`config.mk`:
```
export PLATFORM = sky130hd
export DESIGN_NAME = imm_encoder
export DESIGN_NICKNAME = d
export VERILOG_FILES = /design/src/rtl/imm_encoder.sv
export SDC_FILE = /design/constraint.sdc
export NUM_CORES = 1
export LEC_CHECK = 0
export ABC_AREA = 1
export BUFFER_PORTS_ARGS = -buffer_cell sky130_fd_sc_hd__buf_2
export CORE_UTILIZATION = 55
export CTS_BUF_LIST = sky130_fd_sc_hd__clkbuf_4 sky130_fd_sc_hd__clkbuf_8
export CTS_CLUSTER_SIZE = 20
export DETAILED_ROUTE_END_ITERATION = 8
export PLACE_DENSITY = 0.85
export SLEW_MARGIN = 20
export SYNTH_ARGS = -nofsm -noshare
export SYNTH_HDL_FRONTEND = slang
export SYNTH_SLANG_ARGS = --single-unit
export TNS_END_PERCENT = 30
```
`constraint.sdc`:
```
create_clock -name clk -period 3.6 [get_ports clk]
set_clock_uncertainty 0.2 [all_clocks]
set_input_delay 0.36 -clock clk [delete_from_list [all_inputs] [get_ports clk]]
set_output_delay 0.36 -clock clk [all_outputs]
set_load 0.1 [all_outputs]
```
`src/rtl/imm_encoder.sv`:
```
// Sequential ARM operand-2 immediate encoder: searches rotations 0..15 for an
// {rot, imm8} encoding of a 32-bit constant (direct form) or of its complement (MVN form).
module imm_encoder (
    input  logic        clk,
    input  logic        rst,
    input  logic        start,
    input  logic [31:0] value,
    output logic        busy,
    output logic        done,
    output logic        valid,
    output logic        use_mvn,
    output logic [11:0] shifter_operand
);

    typedef enum logic [1:0] {IDLE, SEARCH, DONE} state_t;

    state_t      state, state_nx;
    logic [31:0] v_reg;
    logic [3:0]  rot_cnt;
    logic [5:0]  sh;
    logic [31:0] t, u;
    logic        hit_t, hit_u;

    // Left-rotate by 2*rot undoes the encoding's right-rotate; a shift by 32 yields 0,
    // so the rot=0 case needs no special handling.
    always_comb begin
        sh    = {1'b0, rot_cnt, 1'b0};
        t     = (v_reg << sh) | (v_reg >> (6'd32 - sh));
        u     = (~v_reg << sh) | (~v_reg >> (6'd32 - sh));
        hit_t = (t[31:8] == 24'h0);
        hit_u = (u[31:8] == 24'h0);
    end

    always_comb begin
        state_nx = state;
        case (state)
            IDLE:    if (start) state_nx = SEARCH;
            SEARCH:  if (hit_t || hit_u || rot_cnt == 4'd15) state_nx = DONE;
            DONE:    state_nx = IDLE;
            default: state_nx = IDLE;
        endcase
    end

    always_ff @(posedge clk or negedge rst) begin
        if (!rst) state <= IDLE;
        else      state <= state_nx;
    end

    always_ff @(posedge clk or negedge rst) begin
        if (!rst) begin
            v_reg           <= 32'h0;
            rot_cnt         <= 4'd0;
            valid           <= 1'b0;
            use_mvn         <= 1'b0;
            shifter_operand <= 12'h000;
        end else begin
            case (state)
                IDLE: if (start) begin
                    v_reg   <= value;
                    rot_cnt <= 4'd0;
                end
                SEARCH: begin
                    // Direct form checked first so it wins a tie at equal rot.
                    if (hit_t) begin
                        valid           <= 1'b1;
                        use_mvn         <= 1'b0;
                        shifter_operand <= {rot_cnt, t[7:0]};
                    end else if (hit_u) begin
                        valid           <= 1'b1;
                        use_mvn         <= 1'b1;
                        shifter_operand <= {rot_cnt, u[7:0]};
                    end else if (rot_cnt == 4'd15) begin
                        valid           <= 1'b0;
                        use_mvn         <= 1'b0;
                        shifter_operand <= 12'h000;
                    end else begin
                        rot_cnt <= rot_cnt + 4'd1;
                    end
                end
                default: ;
            endcase
        end
    end

    assign busy = (state != IDLE);
    assign done = (state == DONE);

endmodule

```
==> metrics.yaml, run 1 <==
status: "complete, but fails checks"
violations: "hold timing"
core_area_um2: 9196
required_ns: 3.64
grtUsageMet2_pct: 54.60
drive_above_1_share_pct: 13.26
slew_violations: 0
yosys-top-cells-area: "dfrtp_1 (25%), nand2_1 (25%), nand3_1 (23%), mux2_2 (6.5%), nor2_1 (4.7%)"
synth_top_area_share_pct: 25.06
grt_max_degree: 46
ys.warnings.count: 0
netlist_instances: 881
worst_path_most_repeated_cell: "nand2_1"
min_path_type: "in -> async"
hold_viol_final: 40
clk_pin_slew_worst_paths_ns: 0.09
die-area_um2: 9834
max_slew_margin_pct: 40.25
start_kind: "register"
insertion_delay_ns: 0.31
ys_seq_elements: 52
nets: 941
setup_viol_count_final: 0
die_h_um: 99.17
port_buffers: 50
crit_path_top_delay_cell: "dfrtp_1"
grt_pass1_wl_um: 27730
die_width_um: 99.17
synthMuxAreaShare_pct: 6.506
numCtsBuffers: 5
layout_min_cycle_time_ns: 3.248
tightest_slew_ns: 0.8963
crit_fanout: 35
largest_reg_flops: 32
mappedNetlistArea_um2: 5192
synth_top_family_by_area: "simple AND/OR/NAND/NOR gates"
cap_violations: 0
avgViaCountPerCell: 6.192
cp.arrival_ns: 3.29
end_kind: "register"
htreeDepth: 2
pre_cts_slack_ns: 0.2128
antenna_found_initial: 1
drt_first_pass_iters: 5
route.vias.total: 6297
reg2reg_slack_ns: 0.35
global_route.usage.met3_pct: 7.168
clock_sinks: 52
fmax_mhz: 307.9
ys_seq_area_share_pct: 25.06
hold_slack_ns: -0.02955
rsz0062_at_grt: "false"
fin_crit_sh_pct: 90.22
syn-num-nets: 918
setup_slack_ns: 0.3521
synth_xor_area_share_pct: 0.1687
synth_top_cell_by_area: "dfrtp_1"
synthDistinctLibCells: 33
synth-simple-area-share_pct: 54.84
syn2layout_area_growth_pct: 6.651
syn_area_per_cell_um2: 5.894
synthAdderAreaFrac_pct: 0.4819
grt_pass1_vias: 5632
path_class: "reg -> reg"
drt.antenna.violating_nets: 0
fin_tns_setup_ns: 0
finalWirelength_um: 16870
gp_congestion: 1.006
busiest_layer: "met2"
initial_core_util_pct: 56.46
io-pin-count: 51
slowest_delay_ns: 0.40
drc: 0
grt.total_usage_pct: 35.63
hpwl_um: 12950
crit_chain: "inv_4 > ha_1 > buf_4 > nand3_1 > nand3_1 > nand2_1 > nor2_1 > nand2_1 > nor2_1 > nand2_1 > nand2_1 > nand2_1 > nand2_2 > nand2_1 > nand2_1 > nand2_2 > clkinv_2 > nand2_1 > nand2_1"
cts_tree: "built"
row_count: 35
synth_compound_gate_area_share_pct: 5.253
overflow: 0
wire_per_inst_um: 16.59
ctsLongestPathBuffers: 2
root_buffer: "clkbuf_8"
drt_iter0_drc: 863
use_met1_pct: 49.07
==> worst max-delay path, delay by kind of cell (launching register included) <==
kind | cells | cell delay (ns)
adder cells (fa/ha/maj) | 1 | 0.34
buffers and inverters | 3 | 0.59
AND/OR/NAND/NOR | 15 | 1.64
flip-flops | 1 | 0.40
==> repair_timing <==
item / CTS / global route
resized for setup: 0 / 3
setup buffers: 0 / 0
setup endpoints to repair: 0 / 17
hold buffers: 0 / 0
==> cell usage after synthesis <==
| library cell | n |
|---|---|
| nand2_1 | 343 |
| nand3_2 | 1 |
| o21ai_0 | 24 |
| nand3b_1 | 4 |
| inv_2 | 4 |
| nand2_2 | 5 |
| buf_1 | 7 |
| nand4_1 | 2 |
| o21ai_1 | 4 |
| xor2_1 | 1 |
| buf_2 | 23 |
| nand3_1 | 237 |
| nor3_1 | 2 |
| clkinv_2 | 1 |
| o21bai_4 | 1 |
| buf_4 | 3 |
| o32ai_1 | 1 |
| mux2_2 | 30 |
| a211oi_1 | 1 |
| dfrtp_1 | 52 |
| nor2_4 | 1 |
| inv_4 | 2 |
| inv_1 | 28 |
| a21oi_1 | 12 |
| and2_1 | 3 |
| a21o_1 | 2 |
| nor2_2 | 1 |
| o211ai_1 | 2 |
| buf_6 | 5 |
| ha_1 | 2 |
| o21a_1 | 1 |
| clkbuf_1 | 11 |
| nor2_1 | 65 |
==> layer usage <==
layer / share of wire, % / wire length (µm)
met2: 43 / 7317
met5: 0 / 0
met3: 12 / 2058
met4: 4.3 / 717
met1: 40 / 6774
==> stage by stage <==
step | util, % | hold WS (ns) | std cells | area, µm²
detailed placement | 59.07 | 0.2705 | 1008 | 5433
CTS | 60.14 | 0.01213 | 1016 | 5530
global placement | 59.07 | 0.2736 | 1008 | 5433
finish | 60.22 | -0.02955 | 1017 | 5538
global route | 60.19 | 0.04378 | 1016 | 5535
floorplan | - | -0.1356 | 881 | 5192
==> final timing paths <==
kind	startpoint	cells after the start	endpoint
worst max-delay path	rot_cnt[0]$_DFFE_PN0P_	19	shifter_operand[8]$_DFFE_PN0P_
worst min-delay path	rst	1	shifter_operand[3]$_DFFE_PN0P_
worst max register to register	rot_cnt[0]$_DFFE_PN0P_	19	shifter_operand[8]$_DFFE_PN0P_
worst min register to register	valid$_DFFE_PN0P_	2	valid$_DFFE_PN0P_
max in group asynchronous	rst	2	v_reg[27]$_DFFE_PN0P_
min in group clk	value[30]	2	v_reg[30]$_DFFE_PN0P_
==> logic make-up (layout without fill, tap and decap cells) <==
kind of cell | after synthesis | count (layout)
compound gates | 48 | 48
flops | 52 | 52
buf+inv | 84 | 108
xor+xnor | 1 | 1
other cells | 0 | 1
mux | 30 | 30
fa+ha+maj | 2 | 2
simple gates | 664 | 664
==> placed cells by master, fill, tap and decap left out, types with 4 or more instances in the layout <==
cell      Yosys  routed
buf_2        23      50
o21ai_1       4       4
nand2_1     343     342
a21oi_1      12      12
o21ai_0      24      24
nand2_2       5       6
nand3_1     237     237
mux2_2       30      30
nor2_1       65      65
clkbuf_8      0       6
dfrtp_1      52      52
inv_1        28      28
nand3b_1      4       4
buf_4         3      15
==> layout make-up <==
class,instances,area [µm²]
fill,952,3659
multi-input combinational,745,3495
sequential,52,1301
timing repair buffer,65,362.8
inverter,35,140.1
tap,111,138.9
clock buffer,7,90.09
clock inverter,1,7.507
antenna,1,2.502
Power of run 1 is left out: the tool's default activity adds up to more than one toggle a clock period on the data nets, which glitch-free logic cannot reach.
==> run 2, diff against run 1 <==
--- a/config.mk
+++ b/config.mk
@@ -7,11 +7,13 @@
 export LEC_CHECK = 0
 export ABC_AREA = 1
 export BUFFER_PORTS_ARGS = -buffer_cell sky130_fd_sc_hd__buf_2
-export CORE_UTILIZATION = 55
+export CELL_PAD_IN_SITES_DETAIL_PLACEMENT = 1
+export CELL_PAD_IN_SITES_GLOBAL_PLACEMENT = 1
+export CORE_UTILIZATION = 33
 export CTS_BUF_LIST = sky130_fd_sc_hd__clkbuf_4 sky130_fd_sc_hd__clkbuf_8
 export CTS_CLUSTER_SIZE = 20
 export DETAILED_ROUTE_END_ITERATION = 8
-export PLACE_DENSITY = 0.85
+export PLACE_DENSITY = 0.77
 export SLEW_MARGIN = 20
 export SYNTH_ARGS = -nofsm -noshare
 export SYNTH_HDL_FRONTEND = slang
==> metrics.yaml, run 2 (synthesized netlist as in run 1, its figures left out) <==
status: "finished clean"
gp_congestion: 0.9299  # -7.5%
layout_min_cycle_time_ns: 3.326  # +0.07831 ns
layout.cells.non_filler: 1122  # +10%
reg2reg_slack_ns: 0.27  # -0.08 ns
r2r_start: "rot_cnt[2]$_DFFE_PN0P_"
drt.antenna.violating_nets: 0  # unchanged
route.vias.total: 6216  # -1.3%
cap_violations: 0  # unchanged
hold_depth: 2
tightest_slew_ns: 0.6844  # -0.2119 ns
startpoint: "rot_cnt[2]$_DFFE_PN0P_"
ctsLongestPathBuffers: 2  # unchanged
setup_slack_ns: 0.2738  # -0.07831 ns
r2r-end: "shifter_operand[11]$_DFFE_PN0P_"
fmax_mhz: 300.6  # -2.4%
grt_pass1_vias: 6222  # +10%
die_width_um: 127.4  # +29%
hold_path.startpoint: "value[21]"
required_ns: 3.63  # about the same
hpwl_um: 15520  # +20%
finalWirelength_um: 19980  # +18%
min_path_type: "in -> reg"
drc: 0  # unchanged
numCtsBuffers: 5  # unchanged
crit_fanout: 15  # -57%
port_buffers: 50  # unchanged
drt_first_pass_iters: 5  # unchanged
hold_viol_final: 0  # -100%
row_count: 45  # +29%
insertion_delay_ns: 0.33  # +0.02 ns
path_class: "reg -> reg"
grt.total_usage_pct: 25.91  # -9.7 points
fin_tns_setup_ns: 0  # unchanged
drt_iter0_drc: 557  # -35%
final_common_cell: "nand2_1"
htreeDepth: 2  # unchanged
max_slew_margin_pct: 54.20  # +14 points
hold_path_end: "v_reg[21]$_DFFE_PN0P_"
pre_cts_slack_ns: 0.3355  # +0.1226 ns
root_buffer: "clkbuf_8"
overflow: 0  # unchanged
largest_reg_flops: 32  # unchanged
drive_above_1_share_pct: 13.61  # +0.35 points
fin_crit_sh_pct: 92.40  # +2.2 points
antenna_found_initial: 0  # -1
initial_core_util_pct: 34.03  # -22 points
core_area_um2: 15260  # +66%
rsz0062_at_grt: "false"
mostFrequentLayoutCells: "nand2_1 (343), nand3_1 (237), nor2_1 (65)"
syn2layout_area_growth_pct: 10.19
io-pin-count: 51  # unchanged
cp.arrival_ns: 3.35  # +0.06 ns
setup_viol_count_final: 0  # unchanged
nets: 947  # +0.64%
start_kind: "register"
clock_sinks: 52  # unchanged
n_antenna_cell: 0  # -1
avgViaCountPerCell: 5.540  # -11%
grt_max_degree: 46  # unchanged
wire_per_inst_um: 17.80  # +7.4%
die_h_um: 127.4  # +29%
reg2reg_depth: 14  # -5
die-area_um2: 16240  # +65%
grt_pass1_wl_um: 32830  # +18%
slew_violations: 0  # unchanged
cts_tree: "built"
end_kind: "register"
clk_pin_slew_worst_paths_ns: 0.10  # about the same
dp_cells: 1113  # +10%
nFillCells: 2098  # +120%
[run 2: layout make-up]
class                      instances  area [µm²]  share of cell area, %
multi-input combinational        745        3492                  61.03
sequential                        52        1301                  22.74
timing repair buffer              71       426.7                  7.457
tap                              211       264.0                  4.614
inverter                          35       140.1                  2.449
clock buffer                       7       90.09                  1.574
clock inverter                     1       7.507                 0.1312
[run 2: worst max-delay path by stage]
stage / end
2_1_floorplan: shifter_operand[10]$_DFFE_PN0P_
3_3_place_gp: shifter_operand[7]$_DFFE_PN0P_
3_5_place_dp: shifter_operand[11]$_DFFE_PN0P_
4_1_cts: shifter_operand[11]$_DFFE_PN0P_
5_1_grt: shifter_operand[4]$_DFFE_PN0P_
6_report: shifter_operand[11]$_DFFE_PN0P_
[run 2: per-layer routing]
metal | vias to the layer above | GRT usage (%) | wire [µm]
met5 | - | 0 | 0
met4 | 0 | 11.90 | 917
met3 | 65 | 3.350 | 998
met2 | 211 | 42.01 | 9055
met1 | 2971 | 34.26 | 9005
li1 | 2969 | - | -
[run 2: critical path, cell delays in order, from the launching register on]
cell      delay (ns)
dfrtp_1         0.47
nor2_1          0.41
nand2_1         0.23
xor2_1          0.35
inv_1           0.27
a21oi_1         0.19
nand2_1         0.07
nand2_1         0.06
o21bai_4        0.19
nand3_2         0.14
nand2_1         0.09
nand2_1         0.15
buf_4           0.25
nand3_1         0.08
nand2_1         0.06
[run 2: what timing repair did]
item	in CTS	in global routing
hold buffers	1	0
setup buffers	0	0
hold endpoints to repair	24	0
setup endpoints to repair	0	13
gates resized for setup	0	3
[run 2: through the flow]
stage | hold WS, ns | util [%] | instance area (µm²)
detailed placement | 0.2005 | 36.75 | 5608
finish | 0.04527 | 37.50 | 5722
floorplan | -0.1356 | - | 5192
CTS | 0.03885 | 37.46 | 5715
global route | 0.03917 | 37.50 | 5722
global placement | 0.1946 | 36.75 | 5608
Power of run 2 is left out for the same reason.
